<file path="config.mk">
export PLATFORM = sky130hd
export DESIGN_NAME = ro_puf_eval_flat
export DESIGN_NICKNAME = d
export VERILOG_FILES = /design/src/rtl/ro_puf_eval_if.sv /design/src/rtl/ro_puf_eval.sv /design/src/flat_wrapper.sv
export SDC_FILE = /design/constraint.sdc
export NUM_CORES = 1
export LEC_CHECK = 0
export ABC_AREA = 1
export CORE_MARGIN = 5
export CORE_UTILIZATION = 35
export DETAILED_ROUTE_END_ITERATION = 10
export MAX_ROUTING_LAYER = met4
export PLACE_DENSITY = 0.5
export SYNTH_ARGS = -nofsm -noshare
export SYNTH_HDL_FRONTEND = slang
export SYNTH_SLANG_ARGS = --single-unit
export TNS_END_PERCENT = 5
</file>
<file path="constraint.sdc">
create_clock -name clk -period 2.58 [get_ports clk]
set_clock_uncertainty 0.15 [all_clocks]
set_input_delay 0.516 -clock clk [delete_from_list [all_inputs] [get_ports clk]]
set_output_delay 0.516 -clock clk [all_outputs]
set_load 0.1 [all_outputs]
</file>
<file path="src/rtl/ro_puf_eval_if.sv">
`timescale 1ns/1ps
// Request/response bundle of the RO PUF evaluator: challenge and oscillators in, response and status out.
interface ro_puf_eval_if #(
  parameter int NUM_RO    = 16,
  parameter int RESP_BITS = 8
);
  localparam int SEL_W = $clog2(NUM_RO);

  logic                 start;
  logic [2*SEL_W-1:0]   challenge;
  logic [NUM_RO-1:0]    ro_in;
  logic [RESP_BITS-1:0] response;
  logic                 busy;
  logic                 done;
  logic                 unstable;

  modport master (
    output start, challenge, ro_in,
    input  response, busy, done, unstable
  );

  modport slave (
    input  start, challenge, ro_in,
    output response, busy, done, unstable
  );
endinterface

</file>
<file path="src/rtl/ro_puf_eval.sv">
`timescale 1ns/1ps
// Ring-oscillator PUF evaluator: per response bit, counts rising edges of a challenge-selected RO pair.
// Build macro PUF_VOTE_EN: each bit is the majority of three passes and UNSTABLE flags split votes.
module ro_puf_eval #(
  parameter int NUM_RO    = 16,
  parameter int RESP_BITS = 8,
  parameter int CNT_W     = 16,
  parameter int WINDOW    = 1024
) (
  input logic          clk,
  input logic          rst,
  ro_puf_eval_if.slave bus
);
  localparam int SEL_W = $clog2(NUM_RO);
  localparam int WIN_W = $clog2(WINDOW);
  localparam int IDX_W = (RESP_BITS > 1) ? $clog2(RESP_BITS) : 1;

  typedef enum logic [2:0] {
    S_IDLE, S_CLEAR, S_COUNT, S_COMPARE, S_DONE
  } state_t;

  state_t               state, state_nx;
  logic [NUM_RO-1:0]    sync1, sync2;
  logic [2*SEL_W-1:0]   chal;
  logic [IDX_W-1:0]     idx;
  logic [SEL_W-1:0]     sel_a, sel_b, a_nx, b_nx, off;
  logic                 prev_a, prev_b, rise_a, rise_b;
  logic [CNT_W-1:0]     cnt_a, cnt_b;
  logic [WIN_W-1:0]     win;
  logic [RESP_BITS-1:0] resp;
  logic                 last_bit, last_pass, last_win, cmp;

  // Pair for the current bit; NUM_RO is a power of two, so SEL_W-bit adds wrap mod NUM_RO.
  always_comb begin : pair_sel
    off = chal[2*SEL_W-1:SEL_W];
    if (off == '0) off = SEL_W'(NUM_RO / 2);
    a_nx = chal[SEL_W-1:0] + SEL_W'(idx);
    b_nx = a_nx + off;
  end

  assign rise_a   = sync2[sel_a] & ~prev_a;
  assign rise_b   = sync2[sel_b] & ~prev_b;
  assign last_bit = (idx == IDX_W'(RESP_BITS - 1));
  assign last_win = (win == WIN_W'(WINDOW - 1));
  assign cmp      = (cnt_a > cnt_b);

`ifdef PUF_VOTE_EN
  logic [1:0] pass, ones, ones_nx;
  logic       unstable_q;

  assign ones_nx      = ones + {1'b0, cmp};
  assign last_pass    = (pass == 2'd2);
  assign bus.unstable = unstable_q;
`else
  assign last_pass    = 1'b1;
  assign bus.unstable = 1'b0;
`endif

  // NOTE: sequential state uses non-blocking assignments so every flop sees pre-edge values.
  always_ff @(posedge clk) begin : state_reg
    if (rst) state <= S_IDLE;
    else     state <= state_nx;
  end

  // NOTE: default assigned first so no branch leaves state_nx unassigned (no latch).
  always_comb begin : fsm_next
    state_nx = state;
    case (state)
      S_IDLE, S_DONE: if (bus.start) state_nx = S_CLEAR;
      S_CLEAR:        state_nx = S_COUNT;
      S_COUNT:        if (last_win) state_nx = S_COMPARE;
      S_COMPARE:      state_nx = (last_bit && last_pass) ? S_DONE : S_CLEAR;
      default:        state_nx = S_IDLE;
    endcase
  end

  assign bus.busy     = (state == S_CLEAR) || (state == S_COUNT) || (state == S_COMPARE);
  assign bus.done     = (state == S_DONE);
  assign bus.response = resp;

  // NOTE: synchroniser and edge-history flops are reset too, so an abort leaves no stale edges.
  always_ff @(posedge clk) begin : datapath
    if (rst) begin
      sync1  <= '0;
      sync2  <= '0;
      chal   <= '0;
      idx    <= '0;
      sel_a  <= '0;
      sel_b  <= '0;
      prev_a <= 1'b0;
      prev_b <= 1'b0;
      cnt_a  <= '0;
      cnt_b  <= '0;
      win    <= '0;
      resp   <= '0;
`ifdef PUF_VOTE_EN
      pass       <= '0;
      ones       <= '0;
      unstable_q <= 1'b0;
`endif
    end else begin
      sync1 <= bus.ro_in;
      sync2 <= sync1;
      case (state)
        S_IDLE, S_DONE: begin
          if (bus.start) begin
            chal <= bus.challenge;
            idx  <= '0;
            resp <= '0;
`ifdef PUF_VOTE_EN
            pass       <= '0;
            ones       <= '0;
            unstable_q <= 1'b0;
`endif
          end
        end
        S_CLEAR: begin
          // Seeding prev from the current level keeps a high input from counting as an edge.
          sel_a  <= a_nx;
          sel_b  <= b_nx;
          prev_a <= sync2[a_nx];
          prev_b <= sync2[b_nx];
          cnt_a  <= '0;
          cnt_b  <= '0;
          win    <= '0;
        end
        S_COUNT: begin
          prev_a <= sync2[sel_a];
          prev_b <= sync2[sel_b];
          if (rise_a && (cnt_a != '1)) cnt_a <= cnt_a + CNT_W'(1);
          if (rise_b && (cnt_b != '1)) cnt_b <= cnt_b + CNT_W'(1);
          win <= win + WIN_W'(1);
        end
        S_COMPARE: begin
`ifdef PUF_VOTE_EN
          if (last_pass) begin
            resp[idx]  <= ones_nx[1];
            unstable_q <= unstable_q | ((ones_nx != 2'd0) && (ones_nx != 2'd3));
            pass       <= '0;
            ones       <= '0;
            if (!last_bit) idx <= idx + IDX_W'(1);
          end else begin
            pass <= pass + 2'd1;
            ones <= ones_nx;
          end
`else
          resp[idx] <= cmp;
          if (!last_bit) idx <= idx + IDX_W'(1);
`endif
        end
        default: ;
      endcase
    end
  end
endmodule

</file>
<file path="src/flat_wrapper.sv">
// flat-port wrapper written by rule: the top's interface ports become plain ports
module ro_puf_eval_flat 
#(
  parameter int NUM_RO    = 16,
  parameter int RESP_BITS = 8,
  parameter int CNT_W     = 16,
  parameter int WINDOW    = 1024
)
  (clk, rst, bus_start, bus_challenge, bus_ro_in, bus_response, bus_busy, bus_done, bus_unstable);
  ro_puf_eval_if #(.NUM_RO(NUM_RO), .RESP_BITS(RESP_BITS)) bus_i ();
  input logic clk;
  input logic rst;
  input wire logic [$bits(bus_i.start)-1:0] bus_start;
  input wire logic [$bits(bus_i.challenge)-1:0] bus_challenge;
  input wire logic [$bits(bus_i.ro_in)-1:0] bus_ro_in;
  output wire logic [$bits(bus_i.response)-1:0] bus_response;
  output wire logic [$bits(bus_i.busy)-1:0] bus_busy;
  output wire logic [$bits(bus_i.done)-1:0] bus_done;
  output wire logic [$bits(bus_i.unstable)-1:0] bus_unstable;
  assign bus_i.start = bus_start;
  assign bus_i.challenge = bus_challenge;
  assign bus_i.ro_in = bus_ro_in;
  assign bus_response = bus_i.response;
  assign bus_busy = bus_i.busy;
  assign bus_done = bus_i.done;
  assign bus_unstable = bus_i.unstable;
  ro_puf_eval #(.NUM_RO(NUM_RO), .RESP_BITS(RESP_BITS), .CNT_W(CNT_W), .WINDOW(WINDOW)) u_core (.clk(clk), .rst(rst), .bus(bus_i));
endmodule
</file>
* Yosys cells after proc, flatten, opt, wreduce, memory -nomap -nowiden *
Cells that the tools add are included.
W data, S select, Z words.

cells by class
  add/subtract/negate cells = 6
  order comparisons = 7
  equality and inequality tests = 13
  muxes and demuxes = 28
  bitwise gates (word level) = 4
  reductions and logical operators = 16

operators by type and width
  kind                     number
  $pmux W16 S2             2
  $add A16 B1 Y16 const B  2
  $mux W16                 2
  $ne A16 B16 Y1 const B   2
  $lt A4 B5 Y1 const B     4
  $pmux W10 S2             1
  $bmux W1 S4              4
  $gt A16 B16 Y1           1
  $pmux W8 S2              1
  $mux W3                  5
  $pmux W3 S4              1
  $add A10 B1 Y10 const B  1
  $eq A10 B10 Y1 const B   1
  $reduce_and A2 Y1        5
  $bwmux W8                1
  $mux W8                  1
  $ne A2 B2 Y1 const B     4
  $eq A3 B2 Y1 const B     2
  $eq A3 B3 Y1 const B     2
  $pmux W3 S2              1
  $mux W1                  5
  $add A4 B3 Y4            1
  $add A4 B4 Y4            1
  $logic_not A4 Y1         1
  16 further kinds         23

storage, ports and cells
  flip-flop bits (word level) = 106
  input bits = 27
  output and inout bits = 11
  logic and storage cells = 87

* Depth between registers and ports, before layout *
Gate-level depths: netlist of the first run.

  depth after elaboration = 6
  mapped depth = 14
  depth with buffers taken out = 14

* Worst setup path after synthesis of the first run *
OpenSTA, ideal clock, no wires.

  path kind = register to register
  start = register u_core.idx[0]
  end = register u_core.prev_b
  library setup time = 0.070 ns
  data arrival time = 2.532 ns
  data required time = 2.360 ns
  path slack = -0.171 ns
  stages on the path, launching flop included = 15
  path buffers = 0
  period minus slack after synthesis = 2.751 ns
  cell sequence = dfxtp_1 -> ha_1 -> fa_1 -> inv_1 -> fa_1 -> inv_1 -> a21oi_1 -> o21ai_0 -> nand2_1 -> nand2_1 -> nand2_1 -> inv_1 -> nand2_1 -> nand3_1 -> a21oi_1

on the way
  cells in the longest elaborated chain, start to end = 5

ends and longest elaborated chain
  item                           RTL line            RTL
  start: declaration             ro_puf_eval.sv:25   logic [IDX_W-1:0] idx;
  start signal: assignment       ro_puf_eval.sv:148  if (!last_bit) idx <= idx + IDX_W'(1);
  $add A4 B3 Y4                  ro_puf_eval.sv:37   a_nx = chal[SEL_W-1:0] + SEL_W'(idx);
  via u_core.a_nx[1]             ro_puf_eval.sv:26   logic [SEL_W-1:0] sel_a, sel_b, a_nx, b_nx, off;
  $add A4 B4 Y4                  ro_puf_eval.sv:38   b_nx = a_nx + off;
  $bmux W1 S4                    ro_puf_eval.sv:122  prev_b <= sync2[b_nx];
  $mux W1 (not written as such)  ro_puf_eval.sv:122
  $pmux W1 S2                    ro_puf_eval.sv:104  case (state)
  end signal: assignment         ro_puf_eval.sv:122
  end signal: assignment         ro_puf_eval.sv:129  prev_b <= sync2[sel_b];
  end: declaration               ro_puf_eval.sv:27   logic prev_a, prev_b, rise_a, rise_b;

The timed path passes the listed nets, and every way through them passes these cells. The select of a mux whose other input is x is not followed.
A chain may end at the register's enable or synchronous reset.

* Worst setup path after layout of the first run *
Same ends and word-level chain as after synthesis.

==> results of run 1 <==
==> where the power goes <==
part	switching, mW	internal, mW	leakage, nW	total (mW)
Sequential	0.104	1.76	0.864	1.86
Clock	0.637	0.666	0.128	1.30
Combinational	1.15	0.516	1.73	1.67
Total	1.89	2.94	2.72	4.83
==> final timing paths <==
| path | from | end | cells after the start |
|---|---|---|---|
| max | u_core.idx[0] | u_core.prev_b | 14 |
| min | u_core.sync1[8] | u_core.sync2[8] | 2 |
| max reg2reg | u_core.idx[0] | u_core.prev_b | 14 |
| min reg2reg | u_core.sync1[8] | u_core.sync2[8] | 2 |
==> cells by family after synthesis <==
| logic type | after synthesis | synth area share (%) |
|---|---|---|
| AO/OA/AOI/OAI | 142 | 12.9 |
| XOR/XNOR | 24 | 3.53 |
| adder cells (fa/ha/maj) | 29 | 6.35 |
| buffers and inverters | 153 | 10.8 |
| flip-flops | 106 | 35.7 |
| other | 1 | 0.0631 |
| AND/OR/NAND/NOR | 416 | 30.6 |
==> cell usage after synthesis (all sizes together) <==
master  count
nor2      116
o21ai      39
fa          2
clkbuf     15
nor3       13
xnor2       2
or2         5
o22ai      10
inv       121
nor3b       3
a22oi       1
o221ai      1
nand2     181
a221oi      1
xor2       22
o211ai      2
buf        17
ha         27
a211oi      2
a311oi      1
nand3b      1
nand4       9
nand3      88
dfxtp     106
a21oi      85
conb        1
==> cell type report <==
class                   instances  area (um2)  share of cell area [%]
well taps                     220         275                    4.05
clock buffers                  12         236                    3.48
multi-input cells             612        3210                    47.2
flip-flops and latches        106        2120                    31.2
clock inverters                 4        33.8                   0.497
repair buffers                 53         458                    6.73
inverters                     121         462                    6.79
==> per-stage QoR <==
step                      instance area [um2]  power [mW]  util [%]  setup TNS [ns]
after floorplan                          5960        3.13         -               0
after global placement                   6510        3.56      39.1         -0.0253
after detailed placement                 6510        3.55      39.1         -0.0479
after CTS                                6780        4.88      40.7         -0.0568
after global routing                     6800        5.19      40.9          -0.146
final                                    6800        4.83      40.9         -0.0235
==> critical path, cell delays in order, from the launching register on <==
cell and delay, ns:
dfxtp_2 0.34, ha_4 0.16, fa_2 0.57, inv_2 0.05, fa_2 0.59, inv_2 0.06
a21oi_1 0.10, o21ai_0 0.09, nand2_1 0.07, nand2_1 0.04, nand2_1 0.06, inv_1 0.03
nand2_1 0.06, nand3_2 0.06, a21oi_2 0.12
==> repair_timing <==
item                       4_1_cts  5_1_grt
setup endpoints to repair        1        2
resized for setup                1        5
hold buffers                     0        0
==> layer usage <==
layer / routed length [um] / track usage [%] / share of wire, %
met3: 475 / 2.15 / 3.2
met4: 261 / 5.76 / 1.7
met2: 6370 / 23.1 / 42
met5: 0 / - / 0
met1: 7910 / 22.4 / 53
==> results_dict.tcl, run 1 <==
set metrics [dict create \
    grt_start_max_net_pins 77 \
    clk_pin_slew_worst_paths_ns 0.07 \
    irDropWorstVdd_mv 0.324 \
    postSynthAreaPerCell_um2 6.83 \
    ys_seq_area_share_pct 35.7 \
    die-width_um 140 \
    layout-drive-gt1-share_pct 9.14 \
    tritoncts "done" \
    mappedNetlistArea_mm2 0.00595 \
    worst_setup_path_end_kind "register" \
    grt_pass1_vias 4925 \
    antenna_violating_nets_post_route 0 \
    cts_root_buffer "clkbuf_16" \
    r2r_slack_ns -0.02 \
    total_of_buffers_placed_on_input_and_output_ports 36 \
    cts.htree.levels 3 \
    drt-wirelength-per-cell_um 13.3 \
    cts_buffers 9 \
    layout_commonest_cell "nand2_1" \
    cts_setup_buffers 0 \
    tightest_slew_ns 0.867 \
    global_route_wire_length_before_repair_um 25100 \
    final_min_period_over_clock_period_pct 101 \
    antenna_violations_before_repair 0 \
    ys_warn_count 0 \
    hold_class "register to register" \
    rsz0062_at_grt "true" \
    worstPathMaxFanout 5 \
    static-leakage-power_nw 2.72 \
    drt-total-wl_um 15000 \
    crit_required_ns 2.72 \
    fp.coreArea_mm2 0.0166 \
    cts_num_sinks 106 \
    min_period_ns 2.60 \
    maxCapViolCount 0 \
    globalplace.congestion 0.872 \
    remaining_drc_errors 0 \
    viasPerCell 4.72 \
    syn-num-nets 927 \
    io_pins 38 \
    yosysUniqueCellTypes 39 \
    overall_fraction_of_global_route_tracks_in_use_pct 15.9 \
    route.vias.total 5327 \
    startpoint_type "register" \
    final_cell_mix "nand2_1 (173), inv_1 (115), nor2_1 (111), dfxtp_1 (105), nand3_1 (83)" \
    die_area_mm2 0.0197 \
    slew_viols_final 0 \
    report.final.setup_viol 1 \
    synthesis.instances 871 \
    share_of_the_synthesized_area_in_the_top_cell_type_pct 35.7 \
    dpl.cell_count 1112 \
    fillers 1756 \
    maxSlewHeadroom_pct 42.2 \
    achievable-frequency_ghz 0.384 \
    criticalPathCategory "register to register" \
    starting_drt_drc_count 361 \
    power.density_cell_area_mw_per_mm2 711 \
    ys_seq_elements 106 \
    fin_nets 959 \
    diodes 0 \
    post_layout_nonfiller_instances 1128 \
    clk_latency_ns 0.35 \
    fp.dieH_um 140 \
    area_added_between_synthesis_and_finish_pct 14.3 \
    worst_ep_arrival_time_ns 2.75 \
    globalRoute.totalOverflow 0 \
    placement_rows 47 \
    hpwlAfterDp_um 10900 \
    floorplan.initialDensity_pct 35.7 \
    hold_ws_ns 0.251 \
    status "finished with violations" \
    final_hold_viol_count 0 \
    postLayoutSetupSlackWorst_ns -0.0235 \
    synth_largest_area_cell "dfxtp_1" \
    failed_checks "negative setup slack" \
    detailedPlace.worstSlack_ns -0.0479 \
    cts_max_path_buffers 2 \
    drt_pre_antenna_iters 4 \
    synth_top_cells_by_area "dfxtp_1 (36%), nand2_1 (11%), inv_1 (7.4%)" \
]
Note: power is estimated with default switching activity, not from simulation.
==> inputs of run 2 (changes only) <==
- DONT_BUFFER_PORTS: not set -> 1
- PLACE_DENSITY: 0.5 -> 0.47
==> run 2 against run 1 <==
Net effect: the flow still finishes with violations (negative setup slack); sequential cell count stayed put; via count increased by 3.9%; highest routed layer unchanged; non-clock buffer count decreased by 28; die area did not move; final area is 3.4% lower; sequential power is essentially flat; critical path type unchanged; setup slack worse by 0.023 ns; register-to-register slack lost 0.02 ns; first-iteration DRC count rose by 1.9%; sequential share of layout area is 1.1 points higher.
==> results_dict.tcl, run 2 (synthesis results as in run 1) <==
set metrics [dict create \
    status "finished with violations" \
    failed_checks "negative setup slack" \
    met3_global_route_usage_pct 2.59 \
    tritoncts "done" \
    rsz0062_at_grt "true" \
    grt-busiest-layer "met2" \
    antenna_violations_before_repair 0 \
    power_switching_share_pct 39.5 \
    grt_pass1_vias 5457 \
    hpwlAfterDp_um 11600 \
    maxCapViolCount 0 \
    final.setup.tns_ns -0.0462 \
    report.final.setup_viol 1 \
    min_period_ns 2.63 \
    floorplan.initialDensity_pct 35.7 \
    antenna_violating_nets_post_route 0 \
    cts_num_sinks 106 \
    post-route-util_pct 39.5 \
    overall_fraction_of_global_route_tracks_in_use_pct 16.8 \
    grt_start_max_net_pins 78 \
    total_of_buffers_placed_on_input_and_output_ports 0 \
    worst_setup_path_end_kind "register" \
    globalRoute.totalOverflow 0 \
    slew_viols_final 0 \
    cts_max_path_buffers 2 \
    route.vias.total 5536 \
    layout-drive-gt1-share_pct 9.55 \
    total_power_mw 4.98 \
    timing.critical_path.from "u_core.idx[0]" \
    seqCellArea_mm2 0.00212 \
    tightest_slew_ns 0.531 \
    static-leakage-power_nw 2.64 \
    die-width_um 140 \
    clk_pin_slew_worst_paths_ns 0.08 \
    cts_setup_buffers 0 \
    cts.htree.levels 3 \
    fin_nets 931 \
    drt-total-wl_um 15700 \
    r2r_end "u_core.prev_b" \
    hold_class "primary input to register" \
    worstPathMaxFanout 5 \
    die_area_mm2 0.0197 \
    io_pins 38 \
    cpMaxStageDelayCell "fa_2" \
    clock_power_share_pct 29.9 \
    cts_buffers 9 \
    setup.worst_path.end "u_core.prev_b" \
    crit_required_ns 2.72 \
    final_min_period_over_clock_period_pct 102 \
    reg2regPathDepth 14 \
    fp.dieH_um 140 \
    global_route_wire_length_before_repair_um 26600 \
    achievable-frequency_ghz 0.381 \
    globalplace.congestion 0.953 \
    grt_util_met2_pct 26.6 \
    fp.coreArea_mm2 0.0166 \
    r2r_slack_ns -0.05 \
    final_hold_viol_count 0 \
    cpMostUsedCell "nand2_1" \
    criticalPathCategory "register to register" \
    drt_pre_antenna_iters 6 \
    maxSlewHeadroom_pct 64.6 \
    placedInstanceArea_mm2 0.00624 \
    final_cell_mix "nand2_1 (173), inv_1 (115), nor2_1 (109), dfxtp_1 (105), nand3_1 (84)" \
    drt-wirelength-per-cell_um 14.3 \
    remaining_drc_errors 0 \
    crit-reg2reg-launch "u_core.idx[0]" \
    multi_input_comb_area_mm2 0.00320 \
    layout_commonest_cell "nand2_1" \
    layout.cell_area.non_filler_mm2 0.00657 \
    power_spent_charging_and_discharging_nets_mw 1.97 \
    seqPwrFrac_pct 37.4 \
    power.density_cell_area_mw_per_mm2 758 \
    path_cells "ha_2 > fa_2 > inv_2 > fa_2 > inv_2 > a21oi_1 > o21ai_1 > nand2_1 > nand2_1 > nand2_1 > inv_1 > nand2_1 > nand3_1 > a21oi_1" \
    fillers 1778 \
    viasPerCell 5.03 \
    cts_root_buffer "clkbuf_16" \
    area_added_between_synthesis_and_finish_pct 10.5 \
    starting_drt_drc_count 368 \
    cpPeakStageDelay_ns 0.58 \
    worst_ep_arrival_time_ns 2.77 \
    internal-power_mw 3.02 \
    startpoint_type "register" \
    global_route.usage.met1_pct 22.0 \
    clk_latency_ns 0.36 \
    diodes 0 \
    postLayoutSetupSlackWorst_ns -0.0462 \
    placement_rows 47 \
    combPwrFrac_pct 32.8 \
    irDropWorstVdd_mv 0.436 \
]
## run 2: layout make-up
cell class                 count  share of cell area [%]
clock buffer                   9                    3.43
sequential                   106                    32.3
inverter                     121                    7.03
tap                          220                    4.19
multi-input combinational    612                    48.7
timing repair buffer          25                    2.86
clock inverter                 7                    1.45
## run 2: timing repair
| item | CTS | global route |
|---|---|---|
| endpoints found under the setup margin | 1 | 2 |
| resized for setup | 3 | 4 |
| hold buffers | 0 | 0 |
## run 2: how the worst min path moves through the flow
stage          depth (start not counted)         endpoint             from  slack, ns
4_1_cts                                1    u_core.win[1]              rst       0.06
6_report                               1    u_core.win[1]              rst       0.07
3_5_place_dp                           2  u_core.sync2[1]  u_core.sync1[1]       0.24
2_1_floorplan                          2  u_core.sync2[0]  u_core.sync1[0]       0.24
3_3_place_gp                           2  u_core.sync2[1]  u_core.sync1[1]       0.24
5_1_grt                                1    u_core.win[1]              rst       0.06
## run 2: power groups by stage
stage	Sequential [mW]	Combinational, mW	Clock (mW)
2_1_floorplan	1.87	1.26	0
3_3_place_gp	1.90	1.59	0
3_5_place_dp	1.90	1.61	0
4_1_cts	1.86	1.62	1.53
5_1_grt	1.88	1.84	1.59
6_report	1.86	1.63	1.49
## run 2: critical path: cells and delay by family (launching register included)
| family | cells | cell delay, ns |
|---|---|---|
| AO/OA/AOI/OAI | 3 | 0.30 |
| adder cells (fa/ha/maj) | 3 | 1.32 |
| buffers and inverters | 3 | 0.16 |
| flip-flops | 1 | 0.33 |
| AND/OR/NAND/NOR | 5 | 0.29 |
## run 2: layer usage
layer	up-vias	wire length [um]
met1	2574	7520
met4	0	271
met3	24	724
met2	125	7200
li1	2813	-
met5	-	0
## run 2: through the flow
step | instances | hold slack [ns] | setup WS (ns)
floorplan | 871 | 0.238 | 0.00691
finish | 1100 | 0.0743 | -0.0462
global placement | 1084 | 0.243 | 0.0106
CTS | 1100 | 0.0633 | -0.0423
global route | 1100 | 0.0571 | -0.184
detailed placement | 1084 | 0.243 | -0.0469
==> inputs of run 3 (changes only) <==
- CTS_CLUSTER_SIZE: not set -> 28
- RECOVER_POWER: not set -> 50
==> run 3 against run 2 <==
Net effect: the flow still finishes with violations (negative setup slack); non-clock buffer count unchanged; first-iteration DRC count down 6.3%; clock power about the same; critical path depth unchanged; final area down 0.57%; fmax up 0.10%; die area unchanged; sequential power about the same; combinational power about the same; worst hold slack better by 0.012 ns; routed wire length about the same; sequential share of layout area up 0.19 points; critical endpoint unchanged; largest power group unchanged.
==> results_dict.tcl, run 3 (synthesis results as in run 1) <==
set metrics [dict create \
    slew_viols_final 0 \
    hpwlAfterDp_um 11600 \
    irDropWorstVdd_mv 0.422 \
    total_power_mw 4.97 \
    power.density_cell_area_mw_per_mm2 761 \
    detailedPlace.worstSlack_ns -0.0469 \
    starting_drt_drc_count 345 \
    crit_required_ns 2.72 \
    status "finished with violations" \
    worst_ep_arrival_time_ns 2.77 \
    tightest_slew_ns 1.22 \
    postLayoutSetupSlackWorst_ns -0.0435 \
    drt-total-wl_um 15700 \
    layout_commonest_cell "nand2_1" \
    rsz0062_at_grt "true" \
    global_route_wire_length_before_repair_um 26600 \
    achievable-frequency_ghz 0.381 \
    floorplan.initialDensity_pct 35.7 \
    cts.htree.levels 3 \
    final_cell_mix "nand2_1 (173), inv_1 (116), nor2_1 (109), dfxtp_1 (105), nand3_1 (84)" \
    fillers 1788 \
    criticalPathCategory "register to register" \
    multi_input_comb_area_mm2 0.00320 \
    globalRoute.totalOverflow 0 \
    maxSlewHeadroom_pct 18.5 \
    min_period_ns 2.62 \
    cts.hold.buffers_added 0 \
    final_hold_viol_count 0 \
    remaining_drc_errors 0 \
    worstHoldPathCells 1 \
    cts_max_path_buffers 2 \
    hold_class "primary input to register" \
    io_pins 38 \
    route.vias.total 5551 \
    report.final.setup_viol 1 \
    maxCapViolCount 0 \
    grt_start_max_net_pins 78 \
    cts_buffers 9 \
    fp.dieH_um 140 \
    seqCellArea_mm2 0.00212 \
    worst_setup_path_end_kind "register" \
    cts_setup_buffers 0 \
    final.setup.tns_ns -0.0435 \
    viasPerCell 5.05 \
    cts_root_buffer "clkbuf_16" \
    startpoint_type "register" \
    final_min_period_over_clock_period_pct 102 \
    antenna_violations_before_repair 0 \
    worstPathMaxFanout 5 \
    drt-wirelength-per-cell_um 14.3 \
    layout-drive-gt1-share_pct 8.52 \
    total_of_buffers_placed_on_input_and_output_ports 0 \
    fin_nets 931 \
    drt_pre_antenna_iters 5 \
    grt_pass1_vias 5457 \
    failed_checks "negative setup slack" \
    placement_rows 47 \
    die_area_mm2 0.0197 \
    antenna_violating_nets_post_route 0 \
    overall_fraction_of_global_route_tracks_in_use_pct 16.8 \
    clk_pin_slew_worst_paths_ns 0.08 \
    cts_num_sinks 106 \
    die-width_um 140 \
    static-leakage-power_nw 2.60 \
    diodes 0 \
    fp.coreArea_mm2 0.0166 \
    area_added_between_synthesis_and_finish_pct 9.85 \
    clk_latency_ns 0.36 \
    reg2regPathDepth 14 \
    tritoncts "done" \
    globalplace.congestion 0.953 \
]
-- run 3: cell count changes in the layout (fill, tap and decap cells not counted), sizes merged --
cell / before / now
clkbuf: 9 / 19
buf: 25 / 15
-- run 3: final timing paths --
check | end | from | slack (ns)
max | u_core.prev_b | u_core.idx[0] | -0.04
min | u_core.idx[2] | rst | 0.09
max reg2reg | u_core.prev_b | u_core.idx[0] | -0.04
min reg2reg | u_core.sync2[1] | u_core.sync1[1] | 0.25
-- run 3: metal layers --
layer  GRT usage, %  vias up  routed length [um]
li1               -     2815                   -
met1           22.0     2582                7590
met2           26.6      124                7170
met3           2.59       30                 661
met4           5.41        0                 297
met5              -        -                   0
-- run 3: metrics by stage --
step / instance area, um2 / hold WS, ns / utilization [%] / cells
floorplan: 5960 / 0.238 / - / 871
global placement: 6240 / 0.243 / 37.5 / 1084
detailed placement: 6240 / 0.243 / 37.5 / 1084
CTS: 6560 / 0.0633 / 39.4 / 1100
global route: 6530 / 0.0571 / 39.3 / 1100
finish: 6530 / 0.0863 / 39.3 / 1100
-- run 3: repair_timing --
item | CTS | global route
resized for setup | 3 | 4
cloned | 0 | 0
endpoints found under the setup margin | 1 | 2
pin swaps | 0 | 0
-- run 3: final cells by class --
class | instances | area share, %
clock buffers | 9 | 3.45
repair buffers | 25 | 2.30
well taps | 220 | 4.21
flip-flops and latches | 106 | 32.5
multi-input cells | 612 | 49.0
inverters | 121 | 7.07
clock inverters | 7 | 1.46
-- run 3: power by group --
part           internal, mW  switching (mW)  total [mW]
Clock                 0.783           0.706        1.49
Combinational         0.462            1.16        1.62
Sequential             1.76           0.103        1.86
-- run 3: critical path: stages, from the launching register on --
cell and delay, ns:
dfxtp_2 0.33, ha_2 0.18, fa_2 0.56, inv_2 0.05
fa_2 0.59, inv_2 0.07, a21oi_1 0.10, o21ai_1 0.08
nand2_1 0.07, nand2_1 0.05, nand2_1 0.06, inv_1 0.04
nand2_1 0.05, nand3_1 0.06, a21oi_1 0.12
==> patch 1 (config.mk and constraints of run 1) <==
Build with the macro `PUF_VOTE_EN` defined.
--- a/src/rtl/ro_puf_eval.sv
+++ b/src/rtl/ro_puf_eval.sv
@@ -2,4 +2,6 @@
 // Ring-oscillator PUF evaluator: per response bit, counts rising edges of a challenge-selected RO pair.
 // Build macro PUF_VOTE_EN: each bit is the majority of three passes and UNSTABLE flags split votes.
+`define PUF_VOTE_EN
+
 module ro_puf_eval #(
   parameter int NUM_RO    = 16,
Function: no difference found for any inputs over 10 cycles, from zero or initial values and one cycle with rst high; that may be too few to reach the edited logic, so the function may still have changed.
==> patch 1 against run 1 <==
- wire length rose by 5.9%
- area after synthesis increased by 6.1%
- the run still ends with setup timing left
- sequential cell count increased by 5
- design area rose by 12%
- setup slack got worse by 0.043 ns
- power increased by 4.3%
==> patch 1: results <==
{
  "tns_ns": -0.0821,
  "min_path_type": "flip-flop to flip-flop",
  "yosysUniqueCellTypes": 43,
  "leakage_nw": 3.04,
  "ys_warn_count": 0,
  "fillers": 1882,
  "cts.sinks": 111,
  "gp_congestion": 0.890,
  "grt_usage_pct": 16.6,
  "swShare_pct": 38.8,
  "async_flop_share_pct": 0,
  "grt_start_max_net_pins": 86,
  "synth_xor_area_share_pct": 4.30,
  "port_buffers": 37,
  "synth.avg_cell_area_sq_um": 7.09,
  "cts_buffers": 9,
  "finalSetupViolCount": 4,
  "fin_nets": 1022,
  "synth_compound_area_share_pct": 14.0,
  "peakVddDrop_uv": 464,
  "num_antenna_cells": 0,
  "worst_pin_slew_ns": 0.453,
  "insertion_delay_ns": 0.36,
  "hpwl_um": 11500,
  "synth_fp_nets": 947,
  "violations": "setup timing",
  "cp_slowest_cell": "fa_2",
  "synth_common_cells": "nand2_1 (127), inv_1 (122), nor2_1 (116), dfxtp_1 (111), nand3_1 (94)",
  "cts_buffer_depth": 2,
  "grt_pass1_wl_um": 27300,
  "grt_pass1_vias": 5640,
  "pre_cts_ws_ns": -0.142,
  "synth-adder-area-share_pct": 6.18,
  "fin_cells": 1199,
  "first_iter_violations": 351,
  "cts.reportedPaths.clkPinSlew_ns": 0.09,
  "synth_edf_count": 0,
  "drive_above_1_share_pct": 18.7,
  "yosys-top-cells-area": "dfxtp_1 (35%), nand2_1 (7.6%), nand3_1 (7.5%)",
  "vias_per_cell": 4.81,
  "cpPeakStageDelay_ns": 0.61,
  "h-tree-depth": 3,
  "cp_max_fo": 4,
  "status": "finished, violations left",
  "first_pass_iters": 5,
  "ys.flop_type": "dfxtp_1",
  "wl_um": 15900,
  "muxShareOfSynthArea_pct": 0,
  "antenna_found_initial": 0,
  "setup_ws_ns": -0.0662,
  "synth-seq-area-share_pct": 35.2,
  "crit_arrival_ns": 2.79
}
## patch 1: area by class of cell
| type | count | area, sq um | share of cell area, % |
|---|---|---|---|
| multi-input cells | 617 | 3490 | 45.7 |
| flip-flops and latches | 111 | 2230 | 29.2 |
| repair buffers | 97 | 823 | 10.8 |
| inverters | 129 | 494 | 6.48 |
| well taps | 229 | 287 | 3.75 |
| clock buffers | 10 | 239 | 3.13 |
| clock inverters | 6 | 72.6 | 0.951 |
## patch 1: path summary, 6_finish.rpt
kind,from,endpoint,slack (ns),depth (start not counted)
setup / recovery,u_core.chal[0]$_SDFFE_PP0P_,u_core.prev_b$_SDFFE_PP0P_,-0.07,14
hold / removal,u_core.sync1[13]$_SDFF_PP0_,u_core.sync2[13]$_SDFF_PP0_,0.25,2
setup reg to reg,u_core.chal[0]$_SDFFE_PP0P_,u_core.prev_b$_SDFFE_PP0P_,-0.07,14
hold reg to reg,u_core.sync1[13]$_SDFF_PP0_,u_core.sync2[13]$_SDFF_PP0_,0.25,2
## patch 1: stage by stage
stage	total power, W	cell area [sq um]	hold slack, ns
after floorplan	0.00314	6330	0.238
after global placement	0.00356	7220	0.246
after detailed placement	0.00355	7220	0.247
after CTS	0.00508	7580	0.249
after global routing	0.00537	7630	0.273
final	0.00504	7630	0.247
## patch 1: cell families after synthesis
group / Yosys count
AO/OA/AOI/OAI: 149
XOR/XNOR: 31
adder cells (fa/ha/maj): 30
buffers and inverters: 162
flip-flops: 111
AND/OR/NAND/NOR: 407
## patch 1: power groups by stage
stage	combinational [W]	clock (W)	sequential [W]
global route	0.00186	0.00156	0.00195
detailed placement	0.00158	0	0.00196
CTS	0.00166	0.00150	0.00193
global placement	0.00159	0	0.00197
finish	0.00166	0.00145	0.00193
floorplan	0.00118	0	0.00196
## patch 1: what timing repair did
action / CTS / global route
endpoints found under the setup margin: 7 / 11
cloned: 0 / 0
pin swaps: 5 / 5
gates resized for setup: 15 / 13
buffers inserted: 3 / 0
## patch 1: worst max-delay path: cells and delay by family, from the launching register on
family / cells / cell delay, ns
adders and majority gates: 3 / 1.25
DFF: 1 / 0.36
and+or+nand+nor: 5 / 0.32
AOI/OAI and AO/OA: 3 / 0.27
buffers and inverters: 3 / 0.22
## patch 1: routing by layer
metal / wire [um] / GRT usage (%) / part of all wire, %
met5: 0 / - / 0
met4: 212 / 4.61 / 1.3
met3: 437 / 2.38 / 2.7
met2: 7200 / 26.4 / 45
met1: 8060 / 22.1 / 51
==> patch 2 (settings of run 1) <==
Made on the original files. Encoding of `state_t`: now one-hot (5 bits for 5 states).
--- a/src/rtl/ro_puf_eval.sv
+++ b/src/rtl/ro_puf_eval.sv
@@ -16,6 +16,6 @@
   localparam int IDX_W = (RESP_BITS > 1) ? $clog2(RESP_BITS) : 1;
 
-  typedef enum logic [2:0] {
-    S_IDLE, S_CLEAR, S_COUNT, S_COMPARE, S_DONE
+  typedef enum logic [4:0] {
+    S_IDLE = 5'b00001, S_CLEAR = 5'b00010, S_COUNT = 5'b00100, S_COMPARE = 5'b01000, S_DONE = 5'b10000
   } state_t;
 
Behaviour: no difference found for any inputs over 10 cycles, from zero or initial values and one cycle with rst high; not proved beyond that.
==> patch 2 against run 1 <==
- the flow still finishes with violations (setup timing)
- cell count rose by 1.8%
- fmax fell by 1.2%
- hold slack improved by 0.0012 ns
- count of clock-buffer cells in the layout fell by 3
- area after synthesis rose by 2.6%
- sequential cell count rose by 2
- design area rose by 4.1%
- setup slack got worse by 0.031 ns
- utilization rose by 0.36 points
- first-iteration DRC count fell by 16%
- wire length fell by 0.75%
Power is not compared: it rests on default switching activity, and its combinational part moved more than twofold at a synthesized area within 25%.
==> patch 2: results <==
{
  "vias_per_cell": 4.67,
  "met2_usage_pct": 23.7,
  "yosysUniqueCellTypes": 43,
  "setup_ws_ns": -0.0546,
  "use_met1_pct": 21.5,
  "vias": 5366,
  "synth_fp_nets": 937,
  "reg2regPathDepth": 12,
  "r2r_start": "u_core.chal[0]$_SDFFE_PP0P_",
  "yosys-top-cells-area": "dfxtp_1 (35%), nand2_1 (9.0%), inv_1 (7.4%)",
  "first_iter_violations": 305,
  "cts_resized": 8,
  "tns_ns": -0.0546,
  "finalSetupViolCount": 1,
  "wl_met1_um": 7740,
  "status": "finished, violations left",
  "synthCells": 881,
  "wl_met3_um": 522,
  "pre_cts_ws_ns": -0.0804,
  "hpwl_um": 11000,
  "cpPeakStageDelay_ns": 0.65,
  "cts-root-buf": "clkbuf_16",
  "synth_common_cells": "nand2_1 (147), inv_1 (121), nor2_1 (116), dfxtp_1 (108), nand3_1 (80)",
  "fillers": 1915,
  "cp_max_fo": 8,
  "dpl-instance-area_sq_um": 6700,
  "drive_above_1_share_pct": 11.3,
  "wl_um": 14900,
  "worst_pin_slew_ns": 0.661,
  "fin_nets": 974,
  "grt_start_max_net_pins": 37,
  "gp_congestion": 0.890,
  "met2_length_um": 6490,
  "grt_usage_pct": 15.7,
  "min_to": "u_core.sync2[10]$_SDFF_PP0_",
  "violations": "setup timing",
  "grtUsageMet3_pct": 2.86,
  "grt_pass1_vias": 4995,
  "synth-seq-area-share_pct": 35.4,
  "worstHoldStart": "u_core.sync1[10]$_SDFF_PP0_"
}
patch 2: cell types whose count changed after synthesis, sizes merged, moves of 3 or more:
cell,delta
inv,+8
o21ai,+21
o22ai,-10
xor2,+5
nand3,-7
nand2,-20
o211ai,+5
or2,-3
patch 2: cell type report:
class,instances,area [sq um],area share [%]
Clock inverter,7,104,1.47
Timing Repair Buffer,59,519,7.33
Tap cell,225,282,3.98
Multi-Input combinational cell,610,3300,46.5
Sequential cell,108,2160,30.6
Inverter,130,490,6.93
Clock buffer,9,225,3.18
patch 2: cell families (layout without fill, tap and decap cells):
kind of cell | count (synthesis) | count (layout) | share of synthesized area (%)
adders and majority gates | 29 | 29 | 6.19
DFF | 108 | 108 | 35.4
and+or+nand+nor | 391 | 391 | 28.7
AOI/OAI and AO/OA | 161 | 161 | 14.5
buffers and inverters | 163 | 205 | 11.1
xor gates and xnor gates | 28 | 28 | 4.02
other | 1 | 1 | 0.0615
